[src/rtl/fetch_unit_if.sv]
// fetch_unit_if: instruction-memory request/response channel
// and the decode-side valid/ready channel of the fetch unit.
interface fetch_unit_if #(
  parameter int XLEN = 32,
  parameter int ILEN = 32
);
  logic            imem_req_valid;
  logic            imem_req_ready;
  logic [XLEN-1:0] imem_req_addr;
  logic            imem_rsp_valid;
  logic [ILEN-1:0] imem_rsp_data;
  logic            out_valid;
  logic            out_ready;
  logic [ILEN-1:0] out_instr;
  logic [XLEN-1:0] out_pc;

  modport master (
    output imem_req_valid,
    output imem_req_addr,
    input  imem_req_ready,
    input  imem_rsp_valid,
    input  imem_rsp_data,
    output out_valid,
    output out_instr,
    output out_pc,
    input  out_ready
  );

  modport slave (
    input  imem_req_valid,
    input  imem_req_addr,
    output imem_req_ready,
    output imem_rsp_valid,
    output imem_rsp_data,
    input  out_valid,
    input  out_instr,
    input  out_pc,
    output out_ready
  );
endinterface

[src/rtl/fetch_unit.sv]
// fetch_unit: fetch PC, pipelined imem requests, prefetch FIFO,
// and redirect flush that drops responses from the old path.
module fetch_unit #(
  parameter int              XLEN            = 32,
  parameter int              ILEN            = 32,
  parameter logic [XLEN-1:0] RESET_PC        = '0,
  parameter int              FIFO_DEPTH      = 4,
  parameter int              MAX_OUTSTANDING = 4
) (
  input  logic            clk,
  input  logic            rst,
  input  logic            redirect_valid,
  input  logic [XLEN-1:0] redirect_pc,
  fetch_unit_if.master    bus,
  output logic            err
);

  localparam int CW = $clog2(MAX_OUTSTANDING + 1);
  localparam int FW = $clog2(FIFO_DEPTH + 1);
  localparam int AW = (FIFO_DEPTH > 1) ? $clog2(FIFO_DEPTH) : 1;
  localparam logic [XLEN-1:0] PC_STEP = XLEN'(4);
  localparam logic [XLEN-1:0] PC_MASK = ~XLEN'(3);

  logic [XLEN-1:0] fetch_pc_q, fetch_pc_d;
  logic [XLEN-1:0] rsp_pc_q, rsp_pc_d;
  logic [CW-1:0]   outstanding_q, outstanding_d;
  logic [CW-1:0]   drop_cnt_q, drop_cnt_d;
  logic [CW-1:0]   live;
  logic [FW-1:0]   fifo_count_q, fifo_count_d;
  logic [AW-1:0]   rd_ptr_q, rd_ptr_d;
  logic [AW-1:0]   wr_ptr_q, wr_ptr_d;
  logic            err_q, err_d;

  logic [ILEN-1:0] instr_mem_q [FIFO_DEPTH];
  logic [XLEN-1:0] pc_mem_q    [FIFO_DEPTH];

  logic            credit;
  logic            req_fire;
  logic            rsp_ok;
  logic            rsp_stray;
  logic            push;
  logic            pop;
  logic [XLEN-1:0] redirect_base;

  // Credit: never request more than the FIFO can absorb.
  always_comb begin
    live   = outstanding_q - drop_cnt_q;
    credit = ((32'(fifo_count_q) + 32'(live))
               < 32'(FIFO_DEPTH))
          && (32'(outstanding_q)
               < 32'(MAX_OUTSTANDING));
  end

  assign redirect_base      = redirect_pc & PC_MASK;
  assign bus.imem_req_valid = credit
                           && !redirect_valid
                           && !rst;
  assign bus.imem_req_addr  = fetch_pc_q;
  assign bus.out_valid      = (fifo_count_q != '0)
                           && !redirect_valid
                           && !rst;
  assign bus.out_instr      = instr_mem_q[rd_ptr_q];
  assign bus.out_pc         = pc_mem_q[rd_ptr_q];
  assign err                = err_q;

  // Next-state: issue, response accounting, FIFO, redirect.
  always_comb begin
    fetch_pc_d    = fetch_pc_q;
    rsp_pc_d      = rsp_pc_q;
    outstanding_d = outstanding_q;
    drop_cnt_d    = drop_cnt_q;
    fifo_count_d  = fifo_count_q;
    rd_ptr_d      = rd_ptr_q;
    wr_ptr_d      = wr_ptr_q;
    err_d         = err_q;
    push          = 1'b0;

    req_fire  = bus.imem_req_valid
             && bus.imem_req_ready;
    rsp_ok    = bus.imem_rsp_valid
             && (outstanding_q != '0);
    rsp_stray = bus.imem_rsp_valid
             && (outstanding_q == '0);
    pop       = bus.out_valid && bus.out_ready;

    if (rsp_stray) begin
      err_d = 1'b1;
    end

    if (redirect_valid) begin
      // Everything still in flight belongs to
      // the old path and must be discarded.
      fetch_pc_d    = redirect_base;
      rsp_pc_d      = redirect_base;
      fifo_count_d  = '0;
      rd_ptr_d      = '0;
      wr_ptr_d      = '0;
      outstanding_d = outstanding_q - CW'(rsp_ok);
      drop_cnt_d    = outstanding_q - CW'(rsp_ok);
    end else begin
      if (req_fire) begin
        fetch_pc_d = fetch_pc_q + PC_STEP;
      end
      outstanding_d = outstanding_q
                    + CW'(req_fire)
                    - CW'(rsp_ok);
      if (rsp_ok) begin
        if (drop_cnt_q != '0) begin
          drop_cnt_d = drop_cnt_q - CW'(1);
        end else begin
          push     = 1'b1;
          rsp_pc_d = rsp_pc_q + PC_STEP;
        end
      end
      if (push) begin
        wr_ptr_d = wr_ptr_q + AW'(1);
      end
      if (pop) begin
        rd_ptr_d = rd_ptr_q + AW'(1);
      end
      fifo_count_d = fifo_count_q
                   + FW'(push)
                   - FW'(pop);
    end
  end

  // Control state registers.
  always_ff @(posedge clk or posedge rst) begin
    if (rst) begin
      fetch_pc_q    <= RESET_PC;
      rsp_pc_q      <= RESET_PC;
      outstanding_q <= '0;
      drop_cnt_q    <= '0;
      fifo_count_q  <= '0;
      rd_ptr_q      <= '0;
      wr_ptr_q      <= '0;
      err_q         <= 1'b0;
    end else begin
      fetch_pc_q    <= fetch_pc_d;
      rsp_pc_q      <= rsp_pc_d;
      outstanding_q <= outstanding_d;
      drop_cnt_q    <= drop_cnt_d;
      fifo_count_q  <= fifo_count_d;
      rd_ptr_q      <= rd_ptr_d;
      wr_ptr_q      <= wr_ptr_d;
      err_q         <= err_d;
    end
  end

  // Prefetch FIFO storage: instruction word with its PC.
  always_ff @(posedge clk or posedge rst) begin
    if (rst) begin
      for (int i = 0; i < FIFO_DEPTH; i++) begin
        instr_mem_q[i] <= '0;
        pc_mem_q[i]    <= '0;
      end
    end else if (push) begin
      instr_mem_q[wr_ptr_q] <= bus.imem_rsp_data;
      pc_mem_q[wr_ptr_q]    <= rsp_pc_q;
    end
  end

endmodule

[src/flat_wrapper.sv]
// flat-port wrapper written by rule: the top's interface ports become plain ports
module fetch_unit_flat 
#(
  parameter int              XLEN            = 32,
  parameter int              ILEN            = 32,
  parameter logic [XLEN-1:0] RESET_PC        = '0,
  parameter int              FIFO_DEPTH      = 4,
  parameter int              MAX_OUTSTANDING = 4
)
  (clk, rst, redirect_valid, redirect_pc, err, bus_imem_req_valid, bus_imem_req_addr, bus_imem_req_ready, bus_imem_rsp_valid, bus_imem_rsp_data, bus_out_valid, bus_out_instr, bus_out_pc, bus_out_ready);
  fetch_unit_if #(.XLEN(XLEN), .ILEN(ILEN)) bus_i ();
  input  logic clk;
  input  logic rst;
  input  logic redirect_valid;
  input  logic [XLEN-1:0] redirect_pc;
  output logic err;
  output wire logic [$bits(bus_i.imem_req_valid)-1:0] bus_imem_req_valid;
  output wire logic [$bits(bus_i.imem_req_addr)-1:0] bus_imem_req_addr;
  input wire logic [$bits(bus_i.imem_req_ready)-1:0] bus_imem_req_ready;
  input wire logic [$bits(bus_i.imem_rsp_valid)-1:0] bus_imem_rsp_valid;
  input wire logic [$bits(bus_i.imem_rsp_data)-1:0] bus_imem_rsp_data;
  output wire logic [$bits(bus_i.out_valid)-1:0] bus_out_valid;
  output wire logic [$bits(bus_i.out_instr)-1:0] bus_out_instr;
  output wire logic [$bits(bus_i.out_pc)-1:0] bus_out_pc;
  input wire logic [$bits(bus_i.out_ready)-1:0] bus_out_ready;
  assign bus_imem_req_valid = bus_i.imem_req_valid;
  assign bus_imem_req_addr = bus_i.imem_req_addr;
  assign bus_i.imem_req_ready = bus_imem_req_ready;
  assign bus_i.imem_rsp_valid = bus_imem_rsp_valid;
  assign bus_i.imem_rsp_data = bus_imem_rsp_data;
  assign bus_out_valid = bus_i.out_valid;
  assign bus_out_instr = bus_i.out_instr;
  assign bus_out_pc = bus_i.out_pc;
  assign bus_i.out_ready = bus_out_ready;
  fetch_unit #(.XLEN(XLEN), .ILEN(ILEN), .RESET_PC(RESET_PC), .FIFO_DEPTH(FIFO_DEPTH), .MAX_OUTSTANDING(MAX_OUTSTANDING)) u_core (.clk(clk), .rst(rst), .redirect_valid(redirect_valid), .redirect_pc(redirect_pc), .bus(bus_i), .err(err));
endmodule
[config.mk]
export PLATFORM = sky130hd
export DESIGN_NAME = fetch_unit_flat
export DESIGN_NICKNAME = d
export VERILOG_FILES = /design/src/rtl/fetch_unit_if.sv /design/src/rtl/fetch_unit.sv /design/src/flat_wrapper.sv
export SDC_FILE = /design/constraint.sdc
export NUM_CORES = 1
export LEC_CHECK = 0
export BUFFER_PORTS_ARGS = -buffer_cell sky130_fd_sc_hd__buf_2
export CAP_MARGIN = 20
export CORE_UTILIZATION = 45
export DETAILED_ROUTE_END_ITERATION = 7
export HOLD_SLACK_MARGIN = 0.03
export SLEW_MARGIN = 20
export SYNTH_ARGS = -nofsm -noshare
export SYNTH_HDL_FRONTEND = slang
export SYNTH_SLANG_ARGS = --single-unit
[constraint.sdc]
create_clock -name clk -period 23.1 [get_ports clk]
set_input_delay 3.465 -clock clk [delete_from_list [all_inputs] [get_ports clk]]
set_output_delay 3.465 -clock clk [all_outputs]
set_load 0.005 [all_outputs]
* Yosys cells after proc, flatten, opt, wreduce, memory -nomap -nowiden
Index checks and enable logic that the tools add are counted.
Word-level totals: bits in registers 334, output and inout port bits 99, logic and storage cells 87
Cells by class: add/subtract/negate cells 12, magnitude comparators 5, equality and inequality tests 1, muxes and demuxes 28, bitwise logic cells 2, reduce and logical (&&, ||, !) cells 23
Operator list (number):
- 32-bit 2-to-1 mux | 10
- 128-bit bitwise mux | 2
- 32-bit binary-select mux with 2-bit select | 2
- 32-bit by 3-bit adder with 32-bit output, second input constant | 2
- 32-bit demux with 2-bit select | 1
- 32-bit by 3-bit < comparator with 1-bit output, second input constant | 1
- 3-bit 2-to-1 mux | 5
- 1-bit logical AND | 10
- 2-bit nonzero test | 5
- 3-bit nonzero test | 3
- 3-bit by 1-bit subtractor with 3-bit output | 3
- 2-bit 2-to-1 mux | 4
- 3-bit by 1-bit adder with 3-bit output | 2
- 3-bit >= comparator, second input constant | 2
- 2-bit NOT with 3-bit output | 2
- 2-bit by 1-bit adder with 2-bit output, second input constant | 2
- 3-bit by 3-bit adder with 4-bit output | 1
- 1-bit 2-to-1 mux | 4
- 2-bit AND reduction | 2
- 3-bit logical NOT | 1
- 3-bit by 1-bit < comparator with 1-bit output, second input constant | 1
- 3-bit < comparator, second input constant | 1
- 3-bit by 1-bit subtractor with 3-bit output, second input constant | 1
- 3-bit subtractor | 1
- 2 further kinds | 3

* Longest topological paths before layout
Gate-level depths: netlist of the first run.
word-level depth 10, depth in mapped cells 16, mapped depth without buffers 15

* Worst setup path before layout of the first run
Ideal clock, no wire load.
path type input to output, start point input port redirect_valid, end point output port bus_imem_req_valid, arrival 3980 ps, required time 19635 ps, setup slack 15655 ps, cell stages on the path 3, buffers on the path 1, cells stage by stage buf_2 -> nor2_1 -> o211a_1
On the way: word-level cells in the longest chain between the ends 3
RTL lines:
- from (decl) | line flat_wrapper.sv:14 | input logic redirect_valid;
- 1-bit logical NOT | line fetch_unit.sv:56 | && !redirect_valid
- 1-bit logical AND | line fetch_unit.sv:56
- 1-bit logical AND | line fetch_unit.sv:57 | && !rst;
- to (decl) | line flat_wrapper.sv:17 | output wire logic [$bits(bus_i.imem_req_valid)-1:0] bus_imem_req_valid;
No other way between the ends.

* Final worst setup path of the first run
start point input port rst, end point output port bus_out_valid
On the way: word-level cells in the longest chain between the ends 2
RTL lines:
- from (decl) | line flat_wrapper.sv:13 | input logic rst;
- 1-bit logical NOT | line fetch_unit.sv:61 | && !rst;
- 1-bit logical AND | line fetch_unit.sv:61
- to (decl) | line flat_wrapper.sv:22 | output wire logic [$bits(bus_i.out_valid)-1:0] bus_out_valid;
No other way between the ends.

==> flow_summary.ini, run 1 <==
[status]
status = finished clean

[timing]
fin_crit_ns = 7.636
finalSetupViolCount = 0
rsz0062_at_grt = no
period_share = 0.3306
hold_viol_final = 0
maxSlewViolCount = 0
fin_skew_ns = 0.01495
worst_pin_slew_ns = 1.065
whs_ns = 0.4658
slew_headroom = 0.2898
tns_ns = 0
max_freq_mhz = 131.0

[setup_path]
ff2ff_setup_slack_ns = 19.47
cp_cell_sequence = buf_2 > nor2_1 > o31a_1 > buf_2
critPathRequiredTime_ns = 19.64
path_max_fanout = 4
ff2ff_path_depth = 14
critPathTopFamily = simple AND/OR/NAND/NOR gates
path_common_cell = buf_2
cpPeakStageDelay_ns = 0.27
crit_slowest_cell = nor2_1
critPathCaptureType = output port
start_kind = primary input
cp_num_buf_inv = 2
r2r_end = u_core.bus.imem_req_addr[25]$_DFFE_PP0P_
rr_startpoint = u_core.outstanding_q[0]$_DFF_PP0_
critPathArrivalTime_ns = 4.17
setup.worst_path.class = in -> out

[synth]
ys_ff_latch = 322
synth_top_area_frac = 0.4997
synthCells = 1091
synth-seq-area-share = 0.4997
synth_top_area_cell = dfrtp_1
async_flop_share = 1.000
yosys.cell_types.count = 61
netlist_area_mm2 = 0.01613
ys_top_cells_by_area = dfrtp_1 (50%), mux2_4 (17%), mux4_2 (8.7%)
ys.flop_type = dfrtp_1
synth_edf_count = 0
avgSynthCellArea_um2 = 14.78
yosys.cell_count.top_type = dfrtp_1
synthTopCellsByCount = dfrtp_1 (322), mux2_4 (180), mux2_2 (74)
ys_warn_count = 0

[global_routing]
grt_pass1_vias = 9799
track_usage = 0.1941
grt_max_degree = 112
antenna_found_initial = 0
globalRoute.totalOverflow = 0
grt_pass1_wl_um = 55990

[clock_tree]
h-tree-depth = 2
insertion_delay_ns = 0.51
cts_root_buf = clkbuf_16
cts_made_buffers = 37
cts_setup_buffers = 0
clk_pin_slew_worst_paths_ns = 0.06
cts_tree = built
clk_path_buf_depth = 3
cts_resized = 0
cts.sinks = 322
ctsHoldBuffers = 0

[min_path]
holdPathEnd = u_core.err$_DFFE_PP0P_
hp-start = u_core.err$_DFFE_PP0P_
hold_class = reg -> reg
hold_depth = 1

[layout]
design_area_mm2 = 0.01818
final_nets = 1321
final_layout_size_suffix_gt1_frac = 0.4563
n_antenna_cell = 0
syn_to_final_growth_pct = 12.72
fillCellCount = 3024

[pwr]
power_switching_w = 0.0005033
p_leak_nw = 8.291
seq_power_share = 0.428
max-vdd-ir-drop_mv = 0.06812
power.share.clock = 0.322
internal_power_w = 0.001338
swShare = 0.2734
p_comb_frac = 0.250
power_w = 0.001841
p_per_area_mw_per_mm2 = 101.3

[drt]
drtPass1Iterations = 5
vias = 9311
antenna_left = 0
drc = 0
wl_per_cell_um = 20.09
wl_um = 34410
vias_per_cell = 5.435
drtIter0Drc = 409

[run]
cap_violations = 0

[placed_design]
place_area_mm2 = 0.01693
gp_congestion = 0.7761
port_buffers = 162
dp_hpwl_um = 21320

[floorplanning]
die_y_um = 191.3
initial_utilization = 0.4623
dieArea_mm2 = 0.03660
io_pins = 169
rows = 68
core_area_mm2 = 0.03488
die-width_um = 191.3
==> metrics by stage <==
stage | cells | worst slack [ns] | util
2_1_floorplan | 1094 | 10.72 | -
3_3_place_gp | 1647 | 15.46 | 0.4854
3_5_place_dp | 1647 | 15.47 | 0.4854
4_1_cts | 1713 | 15.46 | 0.5211
5_1_grt | 1713 | 15.40 | 0.5211
6_report | 1713 | 15.46 | 0.5211
==> power by group through the flow <==
stage	logic, W	registers [W]	clock network, W
6_report	0.000461	0.000788	0.000592
5_1_grt	0.000508	0.000806	0.000632
4_1_cts	0.000471	0.000788	0.000611
3_5_place_dp	0.000470	0.000794	0
3_3_place_gp	0.000459	0.000789	0
2_1_floorplan	0.000355	0.000760	0
==> layer usage <==
| layer | track usage | wire (um) |
|---|---|---|
| met1 | 0.2815 | 16540 |
| met2 | 0.3050 | 15780 |
| met3 | 0.03286 | 1555 |
| met4 | 0.04212 | 532 |
| met5 | 0 | 0 |
==> worst max path at each step <==
stage,start,to,slack (ns),cells after the start
6_report,rst,bus_out_valid,15.46,4
3_3_place_gp,redirect_valid,bus_out_valid,15.46,4
5_1_grt,rst,bus_imem_req_valid,15.40,4
2_1_floorplan,rst,u_core.bus.imem_req_addr[10]$_DFFE_PP0P_,10.72,1
3_5_place_dp,redirect_valid,bus_out_valid,15.47,4
4_1_cts,redirect_valid,bus_out_valid,15.46,4
==> layout make-up <==
class                   instances  area (um^2)  area share
well taps                     455        569.3     0.03132
clock inverters                11        120.1    0.006608
repair buffers                174        900.9     0.04956
inverters                      28        112.6    0.006195
flip-flops and latches        322         8063      0.4436
multi-input cells             668         7287      0.4009
clock buffers                  55         1124     0.06182
==> cells by family (layout without fill, tap and decap cells) <==
kind of cell               after synthesis  in the layout  share of synthesized area
DFF                                    322            322                     0.4997
muxes                                  318            318                     0.3071
and+or+nand+nor                        193            193                    0.06688
buffers and inverters                  104            268                    0.04942
AOI/OAI and AO/OA                       88             88                    0.03531
xor gates and xnor gates                45             45                    0.02444
adders and majority gates               20             20                    0.01691
other                                    1              4                  0.0002326
==> layout by cell type (no fill, tap or decap), drive strengths merged, types with 4 or more instances in the layout <==
cell type | netlist | layout
conb | 1 | 4
nor3 | 11 | 11
clkinv | 1 | 7
nor2b | 6 | 6
clkbuf | 23 | 55
o211ai | 11 | 11
buf | 53 | 174
nor4 | 14 | 14
and4 | 5 | 5
mux2 | 254 | 254
a21oi | 6 | 6
nand4 | 17 | 17
ha | 17 | 17
and2 | 4 | 4
or3 | 6 | 6
inv | 27 | 30
o311ai | 8 | 8
o21ai | 39 | 39
nor2 | 23 | 23
dfrtp | 322 | 322
nand2 | 57 | 57
xnor2 | 30 | 30
a21boi | 6 | 6
mux4 | 62 | 62
and3 | 12 | 12
xor2 | 15 | 15
a31oi | 5 | 5
nand3 | 28 | 28
==> registers in the layout (all words and copies together), names as in the netlist <==
register                  count
u_core.fifo_count_q           3
u_core.err                    1
u_core.bus.imem_req_addr     30
u_core.outstanding_q          3
u_core.rd_ptr_q               2
u_core.drop_cnt_q             3
u_core.wr_ptr_q               2
u_core.pc_mem_q             120
u_core.instr_mem_q          128
u_core.rsp_pc_q              30
No activity file was read; power rests on OpenSTA's default activity.
==> run 2: changes to the inputs <==
--- a/config.mk
+++ b/config.mk
@@ -10,6 +10,7 @@
 export CORE_UTILIZATION = 45
 export DETAILED_ROUTE_END_ITERATION = 7
 export HOLD_SLACK_MARGIN = 0.03
+export PLACE_DENSITY = 0.66
 export SLEW_MARGIN = 20
 export SYNTH_ARGS = -nofsm -noshare
 export SYNTH_HDL_FRONTEND = slang
==> constraint.sdc (replaced) <==
create_clock -name clk -period 6.4 [get_ports clk]
set_input_delay 0.96 -clock clk [delete_from_list [all_inputs] [get_ports clk]]
set_output_delay 0.96 -clock clk [all_outputs]
set_load 0.005 [all_outputs]
==> run 2 against run 1 <==
Against the previous run: non-clock buffer count is 1 higher; final area is 1.0% higher; power grew to 3.8 times the previous value; die area stayed put; wire length is 0.46% higher; sequential cell count stayed put.
==> flow_summary.ini, run 2 (synthesized netlist as in run 1, its figures left out) <==
[status]
status = finished clean

[layout]
post-route-util = 0.5264
final_cell_mix = dfrtp_1 (320), mux2_4 (180), buf_2 (162)
n_antenna_cell = 0
reg_top3 = u_core.instr_mem_q: 128 flops, u_core.pc_mem_q: 120 flops
final_layout_size_suffix_gt1_frac = 0.4600
final_nets = 1322
largest_register = u_core.instr_mem_q
largest_reg_flops = 128
syn_to_final_growth_pct = 13.87
layout_commonest_cell = dfrtp_1
fillCellCount = 2929

[timing]
hold_viol_final = 0
tns_ns = 0
fin_crit_ns = 3.842
period_share = 0.6004
slew_headroom = 0.2786
finalSetupViolCount = 0
max_freq_mhz = 260.3
fin_skew_ns = 0.02513
rsz0062_at_grt = no
worst_pin_slew_ns = 1.082
maxSlewViolCount = 0

[clock_tree]
cts_made_buffers = 37
clk_path_buf_depth = 3
ctsHoldBuffers = 0
cts_resized = 0
cts.sinks = 322
cts_setup_buffers = 0
h-tree-depth = 2
cts_tree = built
cts_root_buf = clkbuf_16
insertion_delay_ns = 0.53
clk_pin_slew_worst_paths_ns = 0.06

[min_path]
hold_depth = 1
holdPathEnd = u_core.err$_DFFE_PP0P_
hp-start = u_core.err$_DFFE_PP0P_
hold_class = reg -> reg

[floorplanning]
initial_utilization = 0.4623
dieArea_mm2 = 0.03660
core_area_mm2 = 0.03488
die-width_um = 191.3
io_pins = 169
rows = 68
die_y_um = 191.3

[placed_design]
gp_congestion = 0.8080
dp_hpwl_um = 21630
port_buffers = 162

[setup_path]
ff2ff_setup_slack_ns = 2.81
critPathCaptureType = output port
cp_cell_sequence = buf_4 > mux4_2 > buf_2
start_kind = register
setup.worst_path.class = reg -> out
cpPeakStageDelay_ns = 0.99
crit_slowest_cell = dfrtp_4
critPathRequiredTime_ns = 5.44
rr_startpoint = u_core.outstanding_q[0]$_DFF_PP0_
ff2ff_path_depth = 14
critPathArrivalTime_ns = 2.88
r2r_end = u_core.bus.imem_req_addr[8]$_DFFE_PP0P_
path_max_fanout = 39

[drt]
drtIter0Drc = 490
drc = 0
wl_um = 34570
antenna_left = 0
vias = 9510
wl_per_cell_um = 20.15
drtPass1Iterations = 5
vias_per_cell = 5.542

[pwr]
power_switching_w = 0.001855
p_comb_frac = 0.239
seq_power_share = 0.411
max-vdd-ir-drop_mv = 0.2649
p_per_area_mw_per_mm2 = 378.4
power.share.clock = 0.349
swShare = 0.2670
p_leak_nw = 8.365
internal_power_w = 0.005092

[global_routing]
track_usage = 0.1954
grt_pass1_vias = 10030
antenna_found_initial = 1
globalRoute.totalOverflow = 0
grt_pass1_wl_um = 56440
grt_max_degree = 176

[run]
cap_violations = 0
[run 2: changes by cell type in the layout (fill, tap and decap cells not counted), moves of 3 or more]
cell        previous run  this run
clkbuf_8              13         4
bufinv_16              2        10
clkinvlp_4             0         5
clkbuf_1               5         2
clkinv_2               5         8
[run 2: worst max path at each step]
stage / from / end / slack, ns / cells after the start
after CTS: u_core.rd_ptr_q[0]$_DFFE_PP0P_ / bus_out_instr[26] / 2.43 / 3
final: u_core.rd_ptr_q[0]$_DFFE_PP0P_ / bus_out_instr[26] / 2.56 / 3
after global placement: redirect_valid / u_core.bus.imem_req_addr[17]$_DFFE_PP0P_ / 2.67 / 9
after global routing: u_core.rd_ptr_q[0]$_DFFE_PP0P_ / bus_out_instr[26] / 2.32 / 3
after floorplan: rst / u_core.bus.imem_req_addr[10]$_DFFE_PP0P_ / 1.15 / 1
after detailed placement: redirect_valid / u_core.bus.imem_req_addr[8]$_DFFE_PP0P_ / 2.60 / 9
[run 2: final cells by class]
type                       count  area [um^2]  share of cell area
timing repair buffer         175        920.9             0.05015
tap                          455        569.3             0.03100
clock inverter                23        379.1             0.02065
multi-input combinational    668         7283              0.3966
clock buffer                  45         1039             0.05656
inverter                      28        108.9            0.005928
sequential                   322         8063              0.4391
[run 2: worst max-delay path: cells and delay by family, from the launching register on]
kind	cells	cell delay, ns
flops	1	0.99
buf+inv	2	0.76
mux	1	0.59
[run 2: metal layers]
metal	wire length, um	track usage	vias up	share of wire
li1	-	-	4270	-
met4	576	0.04976	2	0.017
met5	19	0	-	0.00055
met3	2102	0.03653	50	0.061
met1	16470	0.2867	4921	0.48
met2	15410	0.2974	267	0.45
[run 2: power groups by stage]
stage | clock network, W | logic [W] | registers, W
CTS | 0.00248 | 0.00170 | 0.00286
floorplan | 0 | 0.00128 | 0.00274
finish | 0.00243 | 0.00166 | 0.00286
global route | 0.00256 | 0.00184 | 0.00292
global placement | 0 | 0.00165 | 0.00285
detailed placement | 0 | 0.00169 | 0.00288
[run 2: through the flow]
stage / power, W / setup slack (ns) / cell area (um^2) / hold slack (ns) / std cells
global route: 0.007326 / 2.324 / 18360 / 0.4927 / 1716
detailed placement: 0.004571 / 2.605 / 16950 / 0.4463 / 1648
floorplan: 0.004025 / 1.145 / 16140 / 0.4510 / 1094
CTS: 0.007039 / 2.434 / 18360 / 0.4650 / 1716
global placement: 0.004500 / 2.674 / 16950 / 0.4397 / 1648
finish: 0.006948 / 2.558 / 18360 / 0.4657 / 1716
